## config.mk

```make
export PLATFORM = sky130hd
export DESIGN_NAME = hit_judge
export DESIGN_NICKNAME = d
export VERILOG_FILES = /design/src/rtl/hit_judge_pkg.sv /design/src/rtl/hit_judge_key_sync_edge.sv /design/src/rtl/hit_judge.sv
export SDC_FILE = /design/constraint.sdc
export NUM_CORES = 1
export LEC_CHECK = 0
export ABC_AREA = 1
export BUFFER_PORTS_ARGS = -buffer_cell sky130_fd_sc_hd__buf_2
export CAP_MARGIN = 20
export CORE_AREA = 2 2 69 71
export CTS_BUF_LIST = sky130_fd_sc_hd__clkbuf_4
export DETAILED_ROUTE_END_ITERATION = 10
export DIE_AREA = 0 0 71 73
export PLACE_DENSITY = 0.51
export SYNTH_ARGS = -nofsm -noshare
export SYNTH_HDL_FRONTEND = slang
export SYNTH_SLANG_ARGS = --single-unit
```

## constraint.sdc

```tcl
create_clock -name clock -period 1.88 [get_ports clock]
set_input_delay 0 -clock clock [delete_from_list [all_inputs] [get_ports clock]]
set_output_delay 0 -clock clock [all_outputs]
set_load 0.02 [all_outputs]
```

## src/rtl/hit_judge_pkg.sv

```systemverilog
// -----------------------------------------------------------------------------
// hit_judge_pkg
// Shared definitions for the rhythm-game judge. The VGA and control FSMs reuse
// these too.
//   - game_state_e : judge FSM state encoding
//   - LIVES_DEFAULT, SYNC_STAGES_DEFAULT : default parameter values
//   - NUM_LANES, COMBO_MAX : geometry and the combo saturation limit
//   - one_hot4()   : true when exactly one of four bits is set
// -----------------------------------------------------------------------------
package hit_judge_pkg;

  localparam int NUM_LANES           = 4;
  localparam int LIVES_DEFAULT       = 3;
  localparam int SYNC_STAGES_DEFAULT = 2;
  localparam logic [7:0] COMBO_MAX   = 8'd255;

  typedef enum logic [2:0] {
    ST_IDLE    = 3'd0,
    ST_PLAY    = 3'd1,
    ST_CREDIT1 = 3'd2,
    ST_CREDIT2 = 3'd3,
    ST_OVER    = 3'd4
  } game_state_e;

  // Exactly one bit set: nonzero, and clearing the lowest set bit leaves zero.
  function automatic logic one_hot4(input logic [3:0] v);
    return (v != 4'b0000) && ((v & (v - 4'd1)) == 4'b0000);
  endfunction

endpackage

```

## src/rtl/hit_judge_key_sync_edge.sv

```systemverilog
// -----------------------------------------------------------------------------
// key_sync_edge
// Four-lane key synchronizer and press-event detector.
// Each active-low asynchronous key goes through SYNC_STAGES flops and is then
// inverted to give a "pressed" level. A press event is a 0->1 step of that
// level. The event is registered once more, so a key pressed before an edge
// shows up on press_ev SYNC_STAGES+1 cycles later, as a one-cycle pulse.
// Ports:
//   clock    in   clock
//   resetn   in   synchronous active-low reset (keys read as released)
//   key_n    in   [3:0] raw active-low keys, asynchronous
//   press_ev out  [3:0] registered one-cycle press events, one bit per lane
// -----------------------------------------------------------------------------
module key_sync_edge
  import hit_judge_pkg::*;
#(
  parameter int SYNC_STAGES = SYNC_STAGES_DEFAULT
) (
  input  logic                 clock,
  input  logic                 resetn,
  input  logic [NUM_LANES-1:0] key_n,
  output logic [NUM_LANES-1:0] press_ev
);

  // Stage 0 is the flop nearest the pin; stage SYNC_STAGES-1 is the safe one.
  logic [SYNC_STAGES-1:0][NUM_LANES-1:0] sync_q, sync_d;
  logic [NUM_LANES-1:0]                  pressed;
  logic [NUM_LANES-1:0]                  prev_q, prev_d;
  logic [NUM_LANES-1:0]                  ev_q, ev_d;

  always_comb begin
    sync_d  = {sync_q[SYNC_STAGES-2:0], key_n};
    pressed = ~sync_q[SYNC_STAGES-1];
    prev_d  = pressed;
    ev_d    = pressed & ~prev_q;
  end

  // Sync flops reset to 1 (released). A key held through reset therefore
  // still produces one event once its low level has crossed the chain.
  always_ff @(posedge clock) begin
    if (!resetn) begin
      sync_q <= '1;
      prev_q <= '0;
      ev_q   <= '0;
    end else begin
      sync_q <= sync_d;
      prev_q <= prev_d;
      ev_q   <= ev_d;
    end
  end

  assign press_ev = ev_q;

endmodule

```

## src/rtl/hit_judge.sv

```systemverilog
// -----------------------------------------------------------------------------
// hit_judge
// Decides whether key presses hit the lowest tile in play. It keeps the lives
// and combo counters and drives the two-cycle score credit.
// Ports:
//   clock        in   single clock
//   resetn       in   synchronous active-low reset
//   startn       in   start button, active-low, synchronous
//   key_n        in   [3:0] lane keys, active-low, asynchronous
//   tile_valid   in   lowest tile exists
//   tile_lane    in   [1:0] lane of that tile
//   tile_in_zone in   tile overlaps the hit zone
//   tile_passed  in   one-cycle pulse: tile left the zone unhit
//   increment    out  high for exactly 2 cycles per hit (score adds 1 per 2)
//   tile_clear   out  one-cycle pulse removing the hit tile (decoded)
//   miss         out  one-cycle pulse per miss
//   lives        out  [1:0] remaining lives
//   combo        out  [7:0] consecutive hits, saturating at 255
//   game_over    out  high while in OVER
// -----------------------------------------------------------------------------
module hit_judge
  import hit_judge_pkg::*;
#(
  parameter int LIVES       = LIVES_DEFAULT,
  parameter int SYNC_STAGES = SYNC_STAGES_DEFAULT
) (
  input  logic                 clock,
  input  logic                 resetn,
  input  logic                 startn,
  input  logic [NUM_LANES-1:0] key_n,
  input  logic                 tile_valid,
  input  logic [1:0]           tile_lane,
  input  logic                 tile_in_zone,
  input  logic                 tile_passed,
  output logic                 increment,
  output logic                 tile_clear,
  output logic                 miss,
  output logic [1:0]           lives,
  output logic [7:0]           combo,
  output logic                 game_over
);

  localparam logic [1:0] LIVES_INIT = 2'(LIVES);

  function automatic logic [7:0] combo_sat_inc(input logic [7:0] c);
    return (c == COMBO_MAX) ? c : c + 8'd1;
  endfunction

  function automatic logic [1:0] lives_sat_dec(input logic [1:0] l);
    return (l == 2'd0) ? 2'd0 : l - 2'd1;
  endfunction

  logic [NUM_LANES-1:0] press_ev;

  key_sync_edge #(
    .SYNC_STAGES (SYNC_STAGES)
  ) u_key_sync_edge (
    .clock    (clock),
    .resetn   (resetn),
    .key_n    (key_n),
    .press_ev (press_ev)
  );

  game_state_e state_q, state_d;
  logic [1:0]  lives_q, lives_d;
  logic [7:0]  combo_q, combo_d;
  logic        pend_q, pend_d;
  logic        miss_q, miss_d;
  logic        increment_q, increment_d;
  logic        game_over_q, game_over_d;

  logic        hit_qual;
  logic        hit_ok;
  logic        any_ev;

  // Hit qualification comes from registered press events plus the tile
  // descriptor. A pending passed-tile miss owns the first PLAY cycle, so no
  // hit is accepted in that cycle.
  always_comb begin
    any_ev   = (press_ev != '0);
    hit_qual = one_hot4(press_ev) && tile_valid && tile_in_zone &&
               press_ev[tile_lane];
    hit_ok   = (state_q == ST_PLAY) && !pend_q && hit_qual;
  end

  always_comb begin
    state_d = state_q;
    lives_d = lives_q;
    combo_d = combo_q;
    pend_d  = pend_q;
    miss_d  = 1'b0;

    unique case (state_q)
      ST_IDLE: begin
        if (!startn) begin
          state_d = ST_PLAY;
          lives_d = LIVES_INIT;
          combo_d = '0;
          pend_d  = 1'b0;
        end
      end

      ST_PLAY: begin
        if (pend_q || (!hit_ok && (any_ev || tile_passed))) begin
          // One miss per cycle, whatever combination caused it.
          miss_d  = 1'b1;
          pend_d  = 1'b0;
          combo_d = '0;
          lives_d = lives_sat_dec(lives_q);
          state_d = (lives_d == 2'd0) ? ST_OVER : ST_PLAY;
        end else if (hit_ok) begin
          state_d = ST_CREDIT1;
          combo_d = combo_sat_inc(combo_q);
        end
      end

      ST_CREDIT1: begin
        state_d = ST_CREDIT2;
        if (tile_passed) pend_d = 1'b1;
      end

      ST_CREDIT2: begin
        state_d = ST_PLAY;
        if (tile_passed) pend_d = 1'b1;
      end

      ST_OVER: begin
        if (!startn) state_d = ST_IDLE;
      end

      default: state_d = ST_IDLE;
    endcase

    // Outputs are registered from the next state, so they line up with it.
    increment_d = (state_d == ST_CREDIT1) || (state_d == ST_CREDIT2);
    game_over_d = (state_d == ST_OVER);
  end

  always_ff @(posedge clock) begin
    if (!resetn) begin
      state_q     <= ST_IDLE;
      lives_q     <= LIVES_INIT;
      combo_q     <= '0;
      pend_q      <= 1'b0;
      miss_q      <= 1'b0;
      increment_q <= 1'b0;
      game_over_q <= 1'b0;
    end else begin
      state_q     <= state_d;
      lives_q     <= lives_d;
      combo_q     <= combo_d;
      pend_q      <= pend_d;
      miss_q      <= miss_d;
      increment_q <= increment_d;
      game_over_q <= game_over_d;
    end
  end

  assign increment  = increment_q;
  assign tile_clear = hit_ok;
  assign miss       = miss_q;
  assign lives      = lives_q;
  assign combo      = combo_q;
  assign game_over  = game_over_q;

endmodule

```

==> results.json <==
{
  "status": "complete, no violations",
  "ys_types": 28,
  "gr-usage-all-layers": 0.1257,
  "power.density_mw_per_mm2": 805.5,
  "start_util": 0.3277,
  "hold_ws_ns": 0.08598,
  "critPathKind": "flop to flop",
  "gp_congestion": 0.7512,
  "finalSetupViolCount": 0,
  "crit_path_max_fanout": 10,
  "synthArstFlopShare": 0,
  "die_height_um": 73,
  "grt_first_pass_wirelength_mm": 5.016,
  "synthesis.nets": 210,
  "rows": 25,
  "clockBufferDepth": 2,
  "crit_arrival_ns": 1.85,
  "die-area_mm2": 0.005183,
  "min_period_over_period": 0.8531,
  "clkSinkCount": 33,
  "num_vias": 1290,
  "post_cts_buffers": 0,
  "hold_viol": 0,
  "rsz0062_at_grt": "no",
  "core_area_mm2": 0.004536,
  "netlist_area_mm2": 0.001486,
  "grt_max_degree": 24,
  "antenna_left": 0,
  "grt_overflow": 0,
  "synthFlopType": "dfxtp_1",
  "synth_edf_count": 0,
  "cts_tree": "done",
  "yosysWarnings": 0,
  "crit_path_end_kind": "flop",
  "dieWidth_um": 71,
  "p_leak_nw": 0.8538,
  "drcViolationCount": 0,
  "crit_required_ns": 2.12,
  "timing.final.crit_period_ns": 1.604,
  "drive_above_1_share": 0.2692,
  "maxCapViolCount": 0,
  "synth_cells": 197,
  "peakVddDrop_uv": 424.0,
  "layout_setup_ws_ns": 0.2762,
  "clk_latency_ns": 0.34,
  "syn_area_per_cell_um2": 7.545,
  "finClkSkew_ns": 0.006775,
  "antenna_found_initial": 0,
  "drv_slew": 0,
  "tightestPinTransition_ns": 0.6075,
  "r2r_cells": 10,
  "cts_buffers": 5,
  "holdPathStages": 4,
  "hold_path.class": "input pin to flop",
  "pin_count": 26,
  "setup-tns-final_ns": 0,
  "routed_via_density": 4.479,
  "ys_ff_latch": 33,
  "clock-root-buffer": "clkbuf_4",
  "drt_first_pass_iters": 4,
  "final_nets": 246,
  "dpl_worst_slack_ns": 0.2807,
  "drt-total-wl_mm": 2.939,
  "startpoint_type": "flop",
  "n_antenna_cell": 0,
  "wl_per_cell_um": 10.20,
  "max_freq_mhz": 623.5,
  "grt_pass1_vias": 1150,
  "dp_hpwl_mm": 2.189,
  "maxSlewHeadroom": 0.5945,
  "port_buffers": 25,
  "htree_levels": 2,
  "first_iter_violations": 87,
  "ys_seq_area_frac": 0.4444,
  "nFillCells": 479,
  "clk_pin_slew_ns": 0.11,
  "syn_to_final_growth_pct": 22.47
}
layer usage:
metal	part of all wire	GRT usage	vias up	wire, µm
met5	0	0	-	0
met4	0.025	0.05660	0	73
met3	0.049	0.03729	9	143
met2	0.43	0.1838	30	1263
met1	0.50	0.1709	556	1458
li1	-	-	695	-
cells in the final DEF (no fill, tap or decap), drive strengths merged, types with 6 or more instances in the layout:
cell,synthesis,layout
a21oi,11,11
buf,0,26
dfxtp,33,33
dlygate4sd3,0,6
inv,27,27
nand2,44,44
nand3,14,14
nor2,35,35
or2,9,9
kinds of logic after synthesis:
kind of cell | count (synthesis) | synth area share
buffers and inverters | 30 | 0.07744
and+or+nand+nor | 112 | 0.3838
DFF | 33 | 0.4444
AOI/OAI and AO/OA | 18 | 0.06819
adders and majority gates | 1 | 0.008416
xor gates and xnor gates | 3 | 0.01768
Yosys cell counts, types with 2 or more instances:
| cell type | number | area [µm²] |
|---|---|---|
| inv_1 | 23 | 86.33 |
| nand3_1 | 9 | 45.04 |
| dfxtp_1 | 33 | 660.6 |
| nor2_2 | 4 | 25.02 |
| nand3_2 | 2 | 20.02 |
| o21ai_1 | 2 | 10.01 |
| or2_2 | 8 | 50.05 |
| nor3_1 | 4 | 20.02 |
| o21ai_0 | 2 | 10.01 |
| xor2_1 | 3 | 26.28 |
| nand4_1 | 5 | 31.28 |
| nand2_2 | 3 | 18.77 |
| a21oi_1 | 10 | 50.05 |
| nand2_1 | 40 | 150.1 |
| nand3_4 | 3 | 52.55 |
| inv_2 | 3 | 11.26 |
| clkbuf_1 | 3 | 11.26 |
| nor2_1 | 30 | 112.6 |
repair_timing:
action	in CTS	in global routing
hold buffers	6	0
hold endpoints to repair	9	0
setup endpoints to repair	0	2
gates resized for setup	0	1
power by group:
group	switching (mW)	internal, mW
combinational	0.110	0.0703
clock	0.263	0.282
sequential	0.0173	0.725
final cells by class:
class,count,area (µm²),area share
multi-input cells,134,710.7,0.3904
flip-flops and latches,33,661.9,0.3636
repair buffers,32,192.7,0.1058
inverters,27,103.9,0.05704
well taps,54,67.56,0.03711
clock inverters,3,46.29,0.02543
clock buffers,5,37.54,0.02062
worst max-delay path, cell delays in order, from the launching register on:
cell and delay [ns]:
dfxtp_1 0.40, ha_1 0.19, nand2_1 0.06, inv_1 0.07, nand2_1 0.07, nor2_1 0.13
nand3_1 0.13, nand2_4 0.14, nand3_4 0.14, nor2_1 0.15, nor2_2 0.05
through the flow:
stage / cell area [µm²] / utilization / std cells / power [mW]
after CTS: 1819 / 0.4011 / 288 / 1.485
after global routing: 1821 / 0.4014 / 288 / 1.545
final: 1821 / 0.4014 / 288 / 1.466
after floorplan: 1486 / - / 197 / 0.8802
after global placement: 1675 / 0.3694 / 274 / 0.9302
after detailed placement: 1675 / 0.3694 / 274 / 0.9298
sequential cells by signal, indices dropped and copies added, names as in the netlist:
name,flops
state_q,3
increment,1
pend_q,1
u_key_sync_edge.press_ev,4
lives,2
u_key_sync_edge.sync_d,4
game_over,1
u_key_sync_edge.prev_q,4
combo,8
u_key_sync_edge.sync_q,4
miss,1
final timing paths:
check	from	to	slack (ns)
setup / recovery	combo[0]	combo[6]	0.28
hold / removal	tile_passed	state_q[0]	0.09
setup reg to reg	combo[0]	combo[6]	0.28
hold reg to reg	u_key_sync_edge.prev_q[2]	u_key_sync_edge.press_ev[2]	0.39
(Power assumes the default switching activity.)
